<file path="config.mk">
export PLATFORM = sky130hd
export DESIGN_NAME = normalize_pipe
export DESIGN_NICKNAME = d
export VERILOG_FILES = /design/src/rtl/fma_norm_pkg.sv /design/src/rtl/norm_lead_corr.sv /design/src/rtl/normalize_pipe.sv
export SDC_FILE = /design/constraint.sdc
export NUM_CORES = 1
export LEC_CHECK = 0
export ABC_AREA = 1
export CORE_MARGIN = 3
export CORE_UTILIZATION = 45
export CTS_BUF_LIST = sky130_fd_sc_hd__clkbuf_8
export DETAILED_ROUTE_END_ITERATION = 8
export GPL_TIMING_DRIVEN = 1
export PLACE_DENSITY = 0.66
export SLEW_MARGIN = 0
export SYNTH_ARGS = -nofsm -noshare
export SYNTH_HDL_FRONTEND = slang
export SYNTH_SLANG_ARGS = --single-unit
export TNS_END_PERCENT = 10
</file>
<file path="constraint.sdc">
create_clock -name clk -period 7.5 [get_ports clk]
set_clock_uncertainty 0.1 [all_clocks]
set_input_delay 1.125 -clock clk [delete_from_list [all_inputs] [get_ports clk]]
set_output_delay 1.125 -clock clk [all_outputs]
set_load 0.005 [all_outputs]
</file>
<file path="src/rtl/fma_norm_pkg.sv">
// Shared definitions for the FMA normalization pipeline.
//   calc_pre_w   : width of the adder output entering normalization
//   calc_out_w   : width of the normalized significand window (hidden bit + G/R/S room)
//   EXP_ZERO     : exponent value driven on zero results and on underflow clamp
//   exp_sat_max  : all-ones exponent used as the overflow clamp and threshold
package fma_norm_pkg;

  localparam int EXP_ZERO = 0;

  function automatic int calc_pre_w(input int sig_w);
    return 3 * (sig_w + 1) + 8;
  endfunction

  function automatic int calc_out_w(input int sig_w);
    return sig_w + 4;
  endfunction

  function automatic int exp_sat_max(input int exp_w);
    return (1 << exp_w) - 1;
  endfunction

endpackage

</file>
<file path="src/rtl/norm_lead_corr.sv">
// Final leading-one fix-up after the coarse (LZA / alignment) shift.
// The coarse shift can leave the leading one up to 3 positions below the MSB;
// this block shifts it the remaining distance and decrements the exponent.
//   n1_i   : coarsely shifted value
//   exp1_i : exponent matching n1_i (signed)
//   n2_o   : MSB-aligned value (n1_i << corr)
//   exp2_o : exp1_i - corr (signed)
module norm_lead_corr
  import fma_norm_pkg::*;
#(
  parameter int PRE_W  = calc_pre_w(23),
  parameter int EXP_W2 = 10
) (
  input  logic [PRE_W-1:0]         n1_i,
  input  logic signed [EXP_W2-1:0] exp1_i,
  output logic [PRE_W-1:0]         n2_o,
  output logic signed [EXP_W2-1:0] exp2_o
);

  logic [1:0]                corr;
  logic signed [EXP_W2-1:0]  corr_s;

  always_comb begin
    corr = 2'd3;
    unique casez (n1_i[PRE_W-1 -: 3])
      3'b1??:  corr = 2'd0;
      3'b01?:  corr = 2'd1;
      3'b001:  corr = 2'd2;
      default: corr = 2'd3;
    endcase
    corr_s = {{(EXP_W2-2){1'b0}}, corr};
    n2_o   = n1_i << corr;
    exp2_o = exp1_i - corr_s;
  end

endmodule

</file>
<file path="src/rtl/normalize_pipe.sv">
// Two-stage normalization pipeline for the FMA datapath.
// Stage 1 applies the coarse shift (alignment shift, or LZA shift when the
// alignment shift pushed the addend past the product window) and forms the
// provisional exponent. Stage 2 applies the final 0..3 bit leading-one
// correction, extracts the significand window and sticky bit, and clamps the
// exponent. Valid/ready handshake on both sides, 1 beat/cycle throughput.
// Ports:
//   clk, rst_n       : clock, asynchronous active-low reset
//   in_valid/ready   : input handshake
//   in_prenorm       : adder output before normalization
//   in_lza_shamt     : leading-zero-anticipator shift
//   in_shamt         : alignment shift
//   in_res_exp       : pre-normalization exponent
//   out_valid/ready  : output handshake
//   out_sig          : normalized significand, MSB-aligned
//   out_exp          : updated exponent (clamped)
//   out_exp_corr     : stage-1 result had a 0 MSB
//   out_sticky       : OR of bits below the out_sig window
//   out_zero         : input was exactly zero
//   out_uflow/oflow  : exponent clamped low / high
module normalize_pipe
  import fma_norm_pkg::*;
#(
  parameter  int SIG_WIDTH = 23,
  parameter  int EXP_WIDTH = 8,
  parameter  int SHAMT_W   = 6,
  localparam int PRE_W     = calc_pre_w(SIG_WIDTH),
  localparam int OUT_W     = calc_out_w(SIG_WIDTH)
) (
  input  logic                 clk,
  input  logic                 rst_n,
  input  logic                 in_valid,
  output logic                 in_ready,
  input  logic [PRE_W-1:0]     in_prenorm,
  input  logic [SHAMT_W-1:0]   in_lza_shamt,
  input  logic [SHAMT_W-1:0]   in_shamt,
  input  logic [EXP_WIDTH-1:0] in_res_exp,
  output logic                 out_valid,
  input  logic                 out_ready,
  output logic [OUT_W-1:0]     out_sig,
  output logic [EXP_WIDTH-1:0] out_exp,
  output logic                 out_exp_corr,
  output logic                 out_sticky,
  output logic                 out_zero,
  output logic                 out_uflow,
  output logic                 out_oflow
);

  localparam int EW2   = EXP_WIDTH + 2;
  // Must hold the largest LZA-path shift: (2^SHAMT_W - 1) + SIG_WIDTH + 3.
  localparam int SH1_W = $clog2((1 << SHAMT_W) + SIG_WIDTH + 3) + 1;

  localparam logic signed [EW2-1:0] EXP_MAX_S = EW2'(exp_sat_max(EXP_WIDTH));
  localparam logic signed [EW2-1:0] ONE_S     = 1;
  localparam logic signed [EW2-1:0] THREE_S   = 3;

  // Clamp the signed exponent into the biased range; returns {uflow, oflow, exp}.
  function automatic logic [EXP_WIDTH+1:0] sat_exp(input logic signed [EW2-1:0] e,
                                                  input logic zero);
    logic                 uf;
    logic                 of;
    logic [EXP_WIDTH-1:0] ev;
    uf = 1'b0;
    of = 1'b0;
    ev = e[EXP_WIDTH-1:0];
    if (zero) begin
      ev = EXP_WIDTH'(EXP_ZERO);
    end else if (e <= 0) begin
      uf = 1'b1;
      ev = EXP_WIDTH'(EXP_ZERO);
    end else if (e >= EXP_MAX_S) begin
      of = 1'b1;
      ev = '1;
    end
    return {uf, of, ev};
  endfunction

  // Handshake / stage-valid state
  logic rdy_en_q;
  logic vld_p1_q, vld_p1_d;
  logic vld_p2_q, vld_p2_d;
  logic acc_p1, adv_p2;

  // Stage-1 registers
  logic [PRE_W-1:0]      n_p1_q, n_p1_d;
  logic signed [EW2-1:0] exp_p1_q, exp_p1_d;
  logic                  zero_p1_q, zero_p1_d;

  // Stage-2 (output) registers
  logic [OUT_W-1:0]     sig_p2_q, sig_p2_d;
  logic [EXP_WIDTH-1:0] exp_p2_q, exp_p2_d;
  logic                 corr_p2_q, corr_p2_d;
  logic                 sticky_p2_q, sticky_p2_d;
  logic                 zero_p2_q, zero_p2_d;
  logic                 uflow_p2_q, uflow_p2_d;
  logic                 oflow_p2_q, oflow_p2_d;

  logic                  big;
  logic [SH1_W-1:0]      shift1;
  logic signed [EW2-1:0] res_s, lza_s;
  logic [PRE_W-1:0]      n2;
  logic signed [EW2-1:0] exp2;
  logic [EXP_WIDTH+1:0]  sat;

  // rdy_en_q holds in_ready low during reset and for the first cycle after it.
  assign in_ready = rdy_en_q & (~vld_p1_q | ~vld_p2_q | out_ready);
  assign acc_p1   = in_valid & in_ready;
  assign adv_p2   = vld_p1_q & (~vld_p2_q | out_ready);

  always_comb begin
    vld_p1_d = vld_p1_q;
    if (acc_p1)      vld_p1_d = 1'b1;
    else if (adv_p2) vld_p1_d = 1'b0;
    vld_p2_d = vld_p2_q;
    if (adv_p2)         vld_p2_d = 1'b1;
    else if (out_ready) vld_p2_d = 1'b0;
  end

  // ---- Stage 1: coarse shift and provisional exponent ----
  always_comb begin
    big       = (SH1_W'(in_shamt) >= SH1_W'(OUT_W));
    shift1    = big ? SH1_W'(in_lza_shamt) + SH1_W'(SIG_WIDTH + 3) : SH1_W'(in_shamt);
    res_s     = EW2'(in_res_exp);
    lza_s     = EW2'(in_lza_shamt);
    exp_p1_d  = big ? res_s - lza_s + THREE_S : res_s + ONE_S;
    n_p1_d    = in_prenorm << shift1;
    zero_p1_d = (in_prenorm == '0);
  end

  // ---- Stage 2: leading-one correction, window extraction, clamp ----
  norm_lead_corr #(
    .PRE_W  (PRE_W),
    .EXP_W2 (EW2)
  ) u_lead_corr (
    .n1_i   (n_p1_q),
    .exp1_i (exp_p1_q),
    .n2_o   (n2),
    .exp2_o (exp2)
  );

  always_comb begin
    sat         = sat_exp(exp2, zero_p1_q);
    sig_p2_d    = zero_p1_q ? '0 : n2[PRE_W-1 -: OUT_W];
    sticky_p2_d = zero_p1_q ? 1'b0 : |n2[PRE_W-OUT_W-1:0];
    corr_p2_d   = ~n_p1_q[PRE_W-1];
    zero_p2_d   = zero_p1_q;
    uflow_p2_d  = sat[EXP_WIDTH+1];
    oflow_p2_d  = sat[EXP_WIDTH];
    exp_p2_d    = sat[EXP_WIDTH-1:0];
  end

  always_ff @(posedge clk or negedge rst_n) begin
    if (!rst_n) begin
      rdy_en_q    <= 1'b0;
      vld_p1_q    <= 1'b0;
      vld_p2_q    <= 1'b0;
      n_p1_q      <= '0;
      exp_p1_q    <= '0;
      zero_p1_q   <= 1'b0;
      sig_p2_q    <= '0;
      exp_p2_q    <= '0;
      corr_p2_q   <= 1'b0;
      sticky_p2_q <= 1'b0;
      zero_p2_q   <= 1'b0;
      uflow_p2_q  <= 1'b0;
      oflow_p2_q  <= 1'b0;
    end else begin
      rdy_en_q <= 1'b1;
      vld_p1_q <= vld_p1_d;
      vld_p2_q <= vld_p2_d;
      if (acc_p1) begin
        n_p1_q    <= n_p1_d;
        exp_p1_q  <= exp_p1_d;
        zero_p1_q <= zero_p1_d;
      end
      if (adv_p2) begin
        sig_p2_q    <= sig_p2_d;
        exp_p2_q    <= exp_p2_d;
        corr_p2_q   <= corr_p2_d;
        sticky_p2_q <= sticky_p2_d;
        zero_p2_q   <= zero_p2_d;
        uflow_p2_q  <= uflow_p2_d;
        oflow_p2_q  <= oflow_p2_d;
      end
    end
  end

  assign out_valid    = vld_p2_q;
  assign out_sig      = sig_p2_q;
  assign out_exp      = exp_p2_q;
  assign out_exp_corr = corr_p2_q;
  assign out_sticky   = sticky_p2_q;
  assign out_zero     = zero_p2_q;
  assign out_uflow    = uflow_p2_q;
  assign out_oflow    = oflow_p2_q;

endmodule

</file>
==> metrics.md, run 1 <==
| Metric | Value |
|---|---|
| Power density cells | `230 nW/µm²` |
| Cell depth of the worst setup path | `16` |
| Max Buffers Root-to-Sink | `2` |
| Total count of hold-check failures in the final report | `0` |
| Nature of the critical path startpoint | `primary input` |
| Avg Vias per Cell | `5.92` |
| Floorplan die area | `29700 µm²` |
| Source of the worst register-to-register timing path | `n_p1_q[79]` |
| Layout net count | `2242` |
| Max-cap violations | `0` |
| Core region area | `27100 µm²` |
| Residual DRC | `0` |
| Depth of the worst register-to-register path | `14` |
| Critical path, cell by cell | `clkdlybuf4s50_1, nand2_1, nand2_2, nand2_4, nand3_1, nand2_2, buf_4, nand2_1, nand2_1, nand2_1, nand3_1, nand3_1, nand2_1, nand2_1, a21oi_1, o22ai_1` |
| Number of storage elements in the synthesis netlist | `134` |
| Required time of the worst setup path | `7.69 ns` |
| Number of vias after detailed routing | `14900` |
| Detailed-route wire length per cell | `19.3 µm` |
| Primary flip-flop cell chosen by synthesis mapping | `sky130_fd_sc_hd__dfrtp_1` |
| Worst reg2reg path endpoint | `out_exp[7]` |
| Static power due to leakage | `6.88 nW` |
| Post-detail-place hpwl | `35900 µm` |
| Fraction of the yosys area taken by sequential cells | `0.269` |
| Number of antenna violations at the first check in global routing | `1` |
| Maximum clock frequency | `206 MHz` |
| Number of slew-limit violations in the final report | `0` |
| Quantity of hold-fixing buffers added after cts | `0` |
| Ports | `146` |
| Post-route fraction of the period consumed by the critical path | `0.647` |
| Status | `finished, final reports clean` |
| Number of global-route vias before repair | `13800` |
| Highest metal layer with signal wires | `met5` |
| Total negative setup slack | `0 ns` |
| Setup repair bufs after CTS | `0` |
| Routed length on met3 | `3620 µm` |
| CTS H-tree lvls | `4` |
| Critical Path Source | `in_shamt[1]` |
| CP endpoint kind | `register` |
| Total length of routed wires | `48500 µm` |
| Arrival time of data at the critical path endpoint | `5.05 ns` |
| Wire length of the first global-routing pass | `75900 µm` |
| Avg Cell Area, Syn | `6.00 µm²` |
| Synthesized-area fraction occupied by ao, oa, aoi and oai cells | `0.107` |
| Initial core utilization | `0.459` |
| Vertical die dimension | `172 µm` |
| Unique masters post-synth | `51` |
| Top fanout value on the critical path | `48` |
| Worst voltage drop across the vdd grid | `0.108 mV` |
| Total routed wire length on the met1 layer | `19900 µm` |
| Combinational share of power | `0.502` |
| Adder and majority cell fraction of the synthesized area | `0.0143` |
| Fraction of power consumed by the clock network | `0.178` |
| Net switching power | `1.49 mW` |
| Parity-gate share of the synthesized area counting xor and xnor cells | `0.0134` |
| Filler cell count | `2877` |
| Slack of the worst reg-to-reg path | `3.55 ns` |
| I/O Buffers | `145` |
| Antenna diode count | `0` |
| Syn. warnings | `0` |
| # clock sinks | `134` |
| Cell at the root of the clock tree | `sky130_fd_sc_hd__clkbuf_8` |
| CTS tree | `built` |
| Hold Path Class | `register to register` |
| First-pass DRT Iterations | `6` |
| Share of synthesized cell area in and, or, nand and nor gates | `0.501` |
| Antenna Nets Post-Route | `0` |
| Post-synth EDFFs | `0` |
| Combinational family with the most area after synthesis | `simple AND/OR/NAND/NOR gates` |
| Critical hold path startpoint | `out_exp[6]` |
| Proportion of synthesized area in mux cells | `0` |
| Post-Synthesis Cells | `2075` |
| Die Wd | `172 µm` |
| Global-route total usage across every layer | `0.326` |
| Setup repair after global routing missed its margin | `false` |
| Iteration-0 DRC Markers | `1869` |
| Switching Fraction | `0.455` |
| Sequential share of power | `0.319` |
| Hold_ws | `0.383 ns` |
| Synth async-reset ratio | `1.00` |
| Gp weighted congestion | `0.983` |
| Largest net degree at the start of global routing | `91` |
| Capturing instance or port of the critical path | `n_p1_q[60]` |
| Clock transition at the registers of the reported paths | `0.08 ns` |
| Max-slew headroom | `0.296` |
| Layout overhead on the synthesized area | `14.4%` |
| Cell mode on critical path | `sky130_fd_sc_hd__nand2_1` |
| Cts bufs inserted | `17` |
| Setup-failing EPs final | `0` |
| Number of gates resized after cts | `0` |
| Transition at the pin with the smallest max-transition slack | `1.06 ns` |
| Number of buffers and inverters on the critical path | `2` |
| Number of cell rows | `60` |
| Internal power summed over all cells | `1.79 mW` |
| Critical Path Max Stage Delay | `0.82 ns` |
| Total grt overflow | `0` |
| Classification of the worst setup path | `primary input to register` |
| Largest delay contributor family on the critical path | `simple AND/OR/NAND/NOR gates` |
| Routed met2 length | `22300 µm` |
| Worst-Skew Late Latency | `0.45 ns` |
| Nets in the synthesized netlist | `2192` |
| Ratio of cells with drive above 1 in the final layout | `0.0379` |
| Cell area after synthesis | `12400 µm²` |
| Max stage delay cell, worst path | `sky130_fd_sc_hd__nand2_2` |
| Time the worst path needs with I/O delays and setup | `4.86 ns` |
[cell type report]
cell class | count | area [µm²] | share of cell area
Clock inverter | 13 | 110 | 0.00773
Multi-Input combinational cell | 1672 | 7940 | 0.558
Tap cell | 372 | 465 | 0.0327
Clock buffer | 19 | 262 | 0.0184
Sequential cell | 134 | 3350 | 0.236
Inverter | 136 | 513 | 0.0360
Timing Repair Buffer | 164 | 1590 | 0.112
[through the flow]
| step | cells | util | setup slack, ns | cell area (µm²) | power, mW |
|---|---|---|---|---|---|
| after global placement | 2478 | 0.512 | 2.43 | 13900 | 2.67 |
| after detailed placement | 2478 | 0.512 | 2.35 | 13900 | 2.68 |
| final | 2510 | 0.525 | 2.64 | 14200 | 3.28 |
| after CTS | 2510 | 0.525 | 2.81 | 14200 | 3.26 |
| after global routing | 2510 | 0.525 | 2.38 | 14200 | 3.52 |
| after floorplan | 2075 | - | 4.37 | 12400 | 2.03 |
[state kept, by name, summed over array words and instances, names as in the netlist]
signal,count
out_exp,8
out_exp_corr,1
out_sticky,1
zero_p1_q,1
out_zero,1
out_uflow,1
rdy_en_q,1
exp_p1_q,10
n_p1_q,80
vld_p1_q,1
out_valid,1
out_oflow,1
out_sig,27
[tightest hold or removal path, stage by stage (launching register included)]
cell and delay (ns):
sky130_fd_sc_hd__dfrtp_1 0.35, sky130_fd_sc_hd__nand2_1 0.05, sky130_fd_sc_hd__nand2_1 0.05
[cells in the mapped netlist (8+ instances only)]
library cell               count  area, µm²
sky130_fd_sc_hd__xor2_1       15        131
sky130_fd_sc_hd__inv_1       130        488
sky130_fd_sc_hd__buf_1        10       37.5
sky130_fd_sc_hd__a21boi_1      8       60.1
sky130_fd_sc_hd__buf_4        15        113
sky130_fd_sc_hd__clkbuf_1     61        229
sky130_fd_sc_hd__o21ai_0     120        601
sky130_fd_sc_hd__nor4_1       30        188
sky130_fd_sc_hd__o22ai_1      14       87.6
sky130_fd_sc_hd__nand4_1      12       75.1
sky130_fd_sc_hd__a21oi_1      39        195
sky130_fd_sc_hd__nor2_1       68        255
sky130_fd_sc_hd__buf_2        38        190
sky130_fd_sc_hd__o21ai_1      23        115
sky130_fd_sc_hd__ha_1         11        138
sky130_fd_sc_hd__nand2_1     653       2450
sky130_fd_sc_hd__dfrtp_1     134       3350
sky130_fd_sc_hd__buf_6         8       90.1
sky130_fd_sc_hd__nand3_1     613       3070
[power groups by stage]
stage	sequential, mW	combinational, mW	clock, mW
floorplan	1.03	0.999	0
CTS	1.04	1.63	0.591
finish	1.05	1.65	0.585
global route	1.07	1.83	0.622
detailed placement	1.06	1.62	0
global placement	1.05	1.61	0
[metal layers]
metal  vias up  GRT usage
met5         -          0
met4         2      0.162
met3       149     0.0416
met2       744      0.536
met1      6875      0.424
li1       7100          -
[cells by family (layout without fill, tap and decap cells)]
| kind of cell | count (synthesis) | count (layout) |
|---|---|---|
| buffers and inverters | 269 | 332 |
| AND/OR/NAND/NOR | 1402 | 1402 |
| XOR/XNOR | 19 | 19 |
| AO/OA/AOI/OAI | 237 | 237 |
| flip-flops | 134 | 134 |
| other | 1 | 1 |
| adder cells (fa/ha/maj) | 13 | 13 |
[worst min-delay path by stage]
stage                  to  slack (ns)  cells past startpoint
2_1_floorplan  n_p1_q[42]        0.35                      2
3_3_place_gp   out_exp[6]        0.36                      2
3_5_place_dp   out_exp[6]        0.36                      2
4_1_cts        out_exp[6]        0.39                      2
5_1_grt        n_p1_q[47]        0.41                      2
6_report       out_exp[6]        0.38                      2
[cells in the final DEF (no fill, tap or decap), types with 5 or more instances in the layout]
master	count
sky130_fd_sc_hd__nand2_1	650
sky130_fd_sc_hd__nand3_1	613
sky130_fd_sc_hd__clkdlybuf4s50_1	144
sky130_fd_sc_hd__dfrtp_1	134
sky130_fd_sc_hd__inv_1	130
sky130_fd_sc_hd__o21ai_0	120
sky130_fd_sc_hd__nor2_1	67
sky130_fd_sc_hd__a21oi_1	39
sky130_fd_sc_hd__nor4_1	30
sky130_fd_sc_hd__o21ai_1	22
sky130_fd_sc_hd__buf_4	20
sky130_fd_sc_hd__clkbuf_8	19
sky130_fd_sc_hd__xor2_1	15
sky130_fd_sc_hd__o22ai_1	14
sky130_fd_sc_hd__nand4_1	12
sky130_fd_sc_hd__ha_1	11
sky130_fd_sc_hd__a21boi_1	8
sky130_fd_sc_hd__nand2_2	7
sky130_fd_sc_hd__a22o_1	7
sky130_fd_sc_hd__inv_6	7
sky130_fd_sc_hd__nor3_1	5
No activity file was read; power rests on OpenSTA's default activity.
==> run 2: changes to the inputs <==
PLACE_DENSITY = 0.69   (was 0.66)
clock period = 4.41 ns   (was 7.5 ns; I/O delays follow)
==> metrics.md, run 2 (same netlist as run 1, synthesis figures left out) <==
| Metric | Value |
|---|---|
| Antenna Nets Post-Route | `0` |
| Setup repair after global routing missed its margin | `false` |
| CTS H-tree lvls | `4` |
| Non-Filler Instances | `2530` |
| Number of vias after detailed routing | `14900` |
| Placed Instance Area | `14200 µm²` |
| Arrival time of data at the critical path endpoint | `3.60 ns` |
| Total non-filler cell area in the finished layout | `14600 µm²` |
| Transition at the pin with the smallest max-transition slack | `0.985 ns` |
| Total grt overflow | `0` |
| Max-cap violations | `0` |
| Cell at the root of the clock tree | `sky130_fd_sc_hd__clkbuf_8` |
| Post-detail-place hpwl | `35600 µm` |
| Post-route fraction of the period consumed by the critical path | `0.769` |
| Max reg flops | `80` |
| Ports | `146` |
| Clock transition at the registers of the reported paths | `0.10 ns` |
| Ratio of cells with drive above 1 in the final layout | `0.0468` |
| Initial core utilization | `0.459` |
| Total count of hold-check failures in the final report | `0` |
| Wire length of the first global-routing pass | `74400 µm` |
| Leading cell type in the layout, fill and taps excluded | `sky130_fd_sc_hd__nand2_1` |
| Max Buffers Root-to-Sink | `2` |
| Setup repair bufs after CTS | `0` |
| Max-slew headroom | `0.344` |
| Post-route core utilization | `0.537` |
| Highest-count cells in the layout ignoring fill and taps | `sky130_fd_sc_hd__nand2_1, sky130_fd_sc_hd__nand3_1, sky130_fd_sc_hd__clkdlybuf4s50_1, sky130_fd_sc_hd__dfrtp_1, sky130_fd_sc_hd__inv_1` |
| Nature of the critical path startpoint | `primary input` |
| Core region area | `27100 µm²` |
| Number of global-route vias before repair | `13800` |
| Iteration-0 DRC Markers | `1915` |
| Worst-Skew Late Latency | `0.45 ns` |
| Total negative setup slack | `0 ns` |
| Filler cell count | `2807` |
| Layout net count | `2263` |
| CP endpoint kind | `register` |
| Detailed-route wire length per cell | `18.6 µm` |
| Static power due to leakage | `7.04 nW` |
| Number of antenna violations at the first check in global routing | `1` |
| Die Wd | `172 µm` |
| Worst voltage drop across the vdd grid | `0.194 mV` |
| Number of gates resized after cts | `0` |
| Number of cell rows | `60` |
| Power density cells | `391 nW/µm²` |
| Vertical die dimension | `172 µm` |
| Avg Vias per Cell | `5.90` |
| Maximum clock frequency | `295 MHz` |
| # clock sinks | `134` |
| Largest net degree at the start of global routing | `91` |
| Register name with the most flops | `n_p1_q` |
| Gp weighted congestion | `0.958` |
| Classification of the worst setup path | `primary input to register` |
| Quantity of hold-fixing buffers added after cts | `0` |
| CTS tree | `built` |
| First-pass DRT Iterations | `9` |
| Required time of the worst setup path | `4.62 ns` |
| Status | `finished, final reports clean` |
| I/O Buffers | `145` |
| Placed Instances | `2499` |
| Time the worst path needs with I/O delays and setup | `3.39 ns` |
| Global-route total usage across every layer | `0.317` |
| Antenna diode count | `0` |
| Setup-failing EPs final | `0` |
| Total length of routed wires | `47100 µm` |
| Number of slew-limit violations in the final report | `0` |
| Floorplan die area | `29700 µm²` |
| Residual DRC | `0` |
| Top fanout value on the critical path | `25` |
| Hold Path Class | `primary input to async pin` |
| Cts bufs inserted | `17` |
| Layout overhead on the synthesized area | `17.0%` |
run 2: final timing paths:
path	endpoint	slack, ns	depth (start not counted)	from
max	n_p1_q[55]	1.02	17	in_shamt[1]
min	rdy_en_q	0.25	1	rst_n
max reg2reg	out_exp[4]	1.25	16	n_p1_q[79]
min reg2reg	out_exp[2]	0.38	2	out_exp[2]
max in group asynchronous	n_p1_q[70]	3.06	2	rst_n
min in group clk	out_exp[2]	0.38	2	out_exp[2]
run 2: layout make-up:
| type | count | area, µm² | area share |
|---|---|---|---|
| clock buffers | 17 | 234 | 0.0161 |
| multi-input cells | 1672 | 7940 | 0.545 |
| flip-flops and latches | 134 | 3350 | 0.230 |
| repair buffers | 185 | 1890 | 0.130 |
| well taps | 372 | 465 | 0.0320 |
| clock inverters | 14 | 169 | 0.0116 |
| inverters | 136 | 513 | 0.0352 |
run 2: report_power, final:
group,switching [mW],total [mW],internal (mW)
logic,1.75,2.85,1.09
clock network,0.551,1.07,0.517
registers,0.215,1.78,1.56
run 2: worst max-delay path, stage by stage:
cell and delay, ns:
sky130_fd_sc_hd__clkdlybuf4s50_1 0.56, sky130_fd_sc_hd__nand2_1 0.10, sky130_fd_sc_hd__nand2_2 0.08, sky130_fd_sc_hd__nand2_4 0.07, sky130_fd_sc_hd__nand2_8 0.18, sky130_fd_sc_hd__nand2_2 0.16, sky130_fd_sc_hd__nand2_4 0.27, sky130_fd_sc_hd__buf_4 0.28
sky130_fd_sc_hd__nand2_1 0.09, sky130_fd_sc_hd__nand3_1 0.12, sky130_fd_sc_hd__nand2_1 0.08, sky130_fd_sc_hd__nand2_1 0.08, sky130_fd_sc_hd__nand3_1 0.10, sky130_fd_sc_hd__nand2_1 0.14, sky130_fd_sc_hd__nand2_1 0.08, sky130_fd_sc_hd__a21oi_1 0.41
sky130_fd_sc_hd__o22ai_1 0.12
run 2: through the flow:
step / total power, mW / worst slack, ns / hold WS, ns
after CTS: 5.66 / 1.12 / 0.296
after global routing: 6.12 / 0.876 / 0.335
final: 5.69 / 1.02 / 0.254
after global placement: 4.56 / 0.690 / 0.363
after detailed placement: 4.60 / 0.659 / 0.366
after floorplan: 3.45 / 1.38 / 0.266
run 2: routing by layer:
metal | GRT usage | part of all wire | vias up
met1 | 0.425 | 0.42 | 6921
li1 | - | - | 7155
met4 | 0.111 | 0.038 | 0
met2 | 0.528 | 0.46 | 736
met5 | 0 | 0 | -
met3 | 0.0402 | 0.078 | 110
==> run 3: changes to the inputs <==
clock period = 3 ns   (was 4.41 ns; I/O delays follow)
==> metrics.md, run 3 (same netlist as run 1, synthesis figures left out) <==
| Metric | Value |
|---|---|
| Critical hold path startpoint | `n_p1_q[42]` |
| Vertical die dimension | `172 µm` |
| Detailed-route wire length per cell | `19.2 µm` |
| Leading cell type in the layout, fill and taps excluded | `sky130_fd_sc_hd__nand2_1` |
| Worst voltage drop across the vdd grid | `0.272 mV` |
| Total non-filler cell area in the finished layout | `15700 µm²` |
| Ratio of cells with drive above 1 in the final layout | `0.103` |
| Total count of hold-check failures in the final report | `0` |
| Setup-failing EPs final | `0` |
| Time the worst path needs with I/O delays and setup | `2.85 ns` |
| Ports | `146` |
| Fin worst setup slack | `0.148 ns` |
| First-pass DRT Iterations | `6` |
| Number of antenna violations at the first check in global routing | `0` |
| Cell at the root of the clock tree | `sky130_fd_sc_hd__clkbuf_8` |
| Clock transition at the registers of the reported paths | `0.09 ns` |
| Required time of the worst setup path | `3.29 ns` |
| Number of cell rows | `60` |
| Setup repair bufs after CTS | `0` |
| Layout net count | `2393` |
| Hold_ws | `0.383 ns` |
| Register name with the most flops | `n_p1_q` |
| Initial core utilization | `0.459` |
| Highest-count cells in the layout ignoring fill and taps | `sky130_fd_sc_hd__nand2_1, sky130_fd_sc_hd__nand3_1, sky130_fd_sc_hd__buf_4, sky130_fd_sc_hd__clkdlybuf4s50_1, sky130_fd_sc_hd__dfrtp_1` |
| Source of the worst register-to-register timing path | `n_p1_q[78]` |
| Iteration-0 DRC Markers | `1694` |
| Total length of routed wires | `51200 µm` |
| Cts bufs inserted | `17` |
| Total grt overflow | `0` |
| Hold Path Depth | `2` |
| I/O Buffers | `145` |
| Die Wd | `172 µm` |
| Worst-Skew Late Latency | `0.45 ns` |
| Maximum clock frequency | `351 MHz` |
| Filler cell count | `2721` |
| Max reg flops | `80` |
| Hold Path Class | `register to register` |
| Max-cap violations | `0` |
| Antenna diode count | `0` |
| Number of slew-limit violations in the final report | `0` |
| Minimum setup slack after placement | `-0.380 ns` |
| Antenna Nets Post-Route | `0` |
| Post-route fraction of the period consumed by the critical path | `0.951` |
| Critical Path Source | `in_shamt[3]` |
| Avg Vias per Cell | `5.82` |
| Max Buffers Root-to-Sink | `2` |
| Number of vias after detailed routing | `15500` |
| Classification of the worst setup path | `primary input to register` |
| Depth of the worst register-to-register path | `14` |
| Floorplan die area | `29700 µm²` |
| Core region area | `27100 µm²` |
| Placed Instances | `2628` |
| Global-route total usage across every layer | `0.346` |
| Wire length of the first global-routing pass | `80600 µm` |
| Nature of the critical path startpoint | `primary input` |
| Placed Instance Area | `15200 µm²` |
| Status | `finished, final reports clean` |
| Gp weighted congestion | `1.02` |
| Non-Filler Instances | `2661` |
| CTS H-tree lvls | `4` |
| Max-slew headroom | `0.493` |
| Transition at the pin with the smallest max-transition slack | `0.752 ns` |
| Number of global-route vias before repair | `14900` |
| Post-detail-place hpwl | `40600 µm` |
| Largest net degree at the start of global routing | `89` |
| Arrival time of data at the critical path endpoint | `3.15 ns` |
| CP endpoint kind | `register` |
| # clock sinks | `134` |
| Top fanout value on the critical path | `30` |
| Residual DRC | `0` |
| Static power due to leakage | `7.71 nW` |
| CTS tree | `built` |
| Layout overhead on the synthesized area | `25.8%` |
| Power density cells | `565 nW/µm²` |
| Setup repair after global routing missed its margin | `true` |
## run 3: cell types whose count changed in the layout (fill, tap and decap cells not counted), moves of 2 or more
cell | previous run | this run
sky130_fd_sc_hd__buf_4 | 30 | 153
sky130_fd_sc_hd__buf_12 | 11 | 17
sky130_fd_sc_hd__clkinv_4 | 6 | 1
sky130_fd_sc_hd__inv_8 | 2 | 5
sky130_fd_sc_hd__o21ai_0 | 120 | 117
sky130_fd_sc_hd__o21ai_1 | 22 | 25
sky130_fd_sc_hd__inv_6 | 3 | 5
## run 3: what timing repair did
action	4_1_cts	5_1_grt
setup endpoints to repair	0	12
resized for setup	0	7
hold buffers	1	0
hold endpoints to repair	39	0
## run 3: cell type report
class                           count  area [µm²]  share of cell area
Clock buffer                       18         248              0.0158
Clock inverter                     14         176              0.0113
Inverter                          136         513              0.0328
Multi-Input combinational cell   1672        7970               0.509
Sequential cell                   134        3350               0.214
Tap cell                          372         465              0.0297
Timing Repair Buffer              315        2940               0.188
## run 3: routing by layer
layer,vias to the layer above,routed length [µm],share of wire,global-route usage
met5,-,0,0,0
met2,718,24300,0.47,0.591
met1,7219,21100,0.41,0.440
li1,7425,-,-,-
met3,133,3680,0.072,0.0540
met4,0,2110,0.041,0.135
## run 3: stage by stage
stage               utilization  setup TNS [ns]  power (mW)
floorplan                     -               0        5.08
global placement          0.561           -5.68        7.10
detailed placement        0.561           -7.36        7.14
CTS                       0.577               0        8.80
global route              0.578        -0.00560        9.47
finish                    0.578               0        8.84
## run 3: where the power goes
| part | internal (mW) | total (mW) | switching, mW | leakage (nW) |
|---|---|---|---|---|
| Combinational | 1.85 | 4.58 | 2.73 | 5.82 |
| Sequential | 2.30 | 2.63 | 0.328 | 1.68 |
| Clock | 0.804 | 1.64 | 0.838 | 0.215 |
| Total | 4.95 | 8.84 | 3.90 | 7.71 |
## run 3: final timing paths
kind	slack, ns	endpoint
max	0.15	n_p1_q[73]
min	0.38	n_p1_q[42]
max reg2reg	0.26	out_exp[1]
min reg2reg	0.38	n_p1_q[42]
max in group asynchronous	1.55	out_sig[20]
min in group asynchronous	0.42	out_valid
## run 3: critical path, cell delays in order
cell and delay, ns:
sky130_fd_sc_hd__clkdlybuf4s50_1 0.49, sky130_fd_sc_hd__nand2_1 0.08, sky130_fd_sc_hd__inv_1 0.10, sky130_fd_sc_hd__nand2_4 0.08, sky130_fd_sc_hd__nand2_8 0.11, sky130_fd_sc_hd__nand2_2 0.07
sky130_fd_sc_hd__nand2_2 0.18, sky130_fd_sc_hd__buf_12 0.21, sky130_fd_sc_hd__nand2_1 0.08, sky130_fd_sc_hd__o21ai_2 0.09, sky130_fd_sc_hd__nand2_1 0.11, sky130_fd_sc_hd__o21ai_1 0.16
sky130_fd_sc_hd__nand3_1 0.33, sky130_fd_sc_hd__o21ai_1 0.39, sky130_fd_sc_hd__nand2_1 0.10, sky130_fd_sc_hd__nand2_1 0.08
==> RTL change: new RTL, flow settings as in run 1 <==
Set the parameter `SHAMT_W` to 5 (it was 6).
--- a/src/rtl/normalize_pipe.sv
+++ b/src/rtl/normalize_pipe.sv
@@ -24,5 +24,5 @@
   parameter  int SIG_WIDTH = 23,
   parameter  int EXP_WIDTH = 8,
-  parameter  int SHAMT_W   = 6,
+  parameter  int SHAMT_W   = 5,
   localparam int PRE_W     = calc_pre_w(SIG_WIDTH),
   localparam int OUT_W     = calc_out_w(SIG_WIDTH)
Interface: changed (resized in_lza_shamt and in_shamt); port bits go from 146 to 144. The function was not compared with the original's and may differ.
==> RTL change against run 1 <==
- via count fell by 5.5%
- power shrank 10%
- design area decreased by 4.9%
- area after synthesis decreased by 5.4%
- die area fell by 5.2%
- non-clock buffer count fell by 3
- sequential cell count unchanged
- clock power increased by 2%
- wire length is 10% lower
- setup slack gained 0.64 ns
- register-to-register slack better by 0.30 ns
- critical endpoint is now n_p1_q[38]$_DFFE_PN0P_
- largest power group unchanged
==> RTL change: results (changes against run 1) <==
Post-Synth XOR/XNOR Area=0.00967 (was 0.0134); # nets final=2068 (was 2242); area of placed instances=13200 µm² (was 13900 µm²); syn nets=2020 (was 2192); worst reg-to-reg setup slack=3.85 ns (was 3.55 ns); GPL Wtd Cong=0.993 (was 0.983); post-synthesis compound-gate area fraction=0.0599 (was 0.107); multi-input combinational area share=0.540 (was 0.558); Leakage Power=6.39 nW (was 6.88 nW); pwr/cell area=217 nW/µm² (was 230 nW/µm²); DR iter-0 viols=2012 (was 1869); Net Sw Frac=0.419 (was 0.455); FILL cells=2661 (was 2877); Synth cell types=42 (was 51); Hold EP=n_p1_q[26]$_DFFE_PN0P_ (was out_exp[6]$_DFFE_PN0P_); hpwl dp=32100 µm (was 35900 µm); critical path fanouts, max=81 (was 48); Signal buffers=161 (was 164); critical path endpoint=n_p1_q[38]$_DFFE_PN0P_ (was n_p1_q[60]$_DFFE_PN0P_); ranking of synthesized cells by area=nand3_1, dfrtp_1, nand2_1 (was dfrtp_1, nand3_1, nand2_1); Slowest-stage cell, CP=nand2_4 (was nand2_2); sequential power share=0.356 (was 0.319); Post-Synth Adder-Cell Area=0.0140 (was 0.0143); pin count of the biggest net entering global routing=87 (was 91); Inverters=138 (was 136); crit-path max cell delay=0.65 ns (was 0.82 ns); Final clock-cell share=0.0284 (was 0.0261); Setup crit start=in_shamt[2] (was in_shamt[1]); hold path start=n_p1_q[26]$_DFFE_PN0P_ (was out_exp[6]$_DFFE_PN0P_); GR Util All Layers=0.304 (was 0.326); reg2reg end=out_exp[4]$_DFFE_PN0P_ (was out_exp[7]$_DFFE_PN0P_); seq_cells=134 (unchanged); input/output buffers=143 (was 145); peak supply drop=0.181 mV (was 0.108 mV); crit path DAT=4.50 ns (was 5.05 ns); Multi-Input Combinational=1502 (was 1672); worst slew pin tran=0.976 ns (was 1.06 ns); outcome=completed (unchanged); first-pass GRT wire length=69200 µm (was 75900 µm); Hold WS=0.388 ns (was 0.383 ns)
==> RTL change: changes by cell type after synthesis, moves of 6 or more <==
cell / delta
nor4_1: -8
o22ai_1: -13
a21boi_1: -6
nand4_1: +20
clkbuf_1: -17
nor2_1: -10
buf_6: -8
buf_2: +26
o21ai_1: -7
a21oi_1: -24
o21ai_0: -53
nand3_1: +208
nand2_1: -255
==> RTL change: stage by stage <==
step	util	cells	setup slack, ns
3_5_place_dp	0.516	2265	2.98
6_report	0.532	2297	3.28
3_3_place_gp	0.516	2265	2.91
2_1_floorplan	-	1906	4.58
5_1_grt	0.532	2297	3.06
4_1_cts	0.532	2297	3.46
==> RTL change: metal layers <==
| metal | GRT usage | part of all wire | vias up |
|---|---|---|---|
| met5 | 0 | 0 | - |
| li1 | - | - | 6688 |
| met3 | 0.0606 | 0.096 | 88 |
| met4 | 0.121 | 0.040 | 0 |
| met1 | 0.438 | 0.44 | 6550 |
| met2 | 0.447 | 0.43 | 731 |
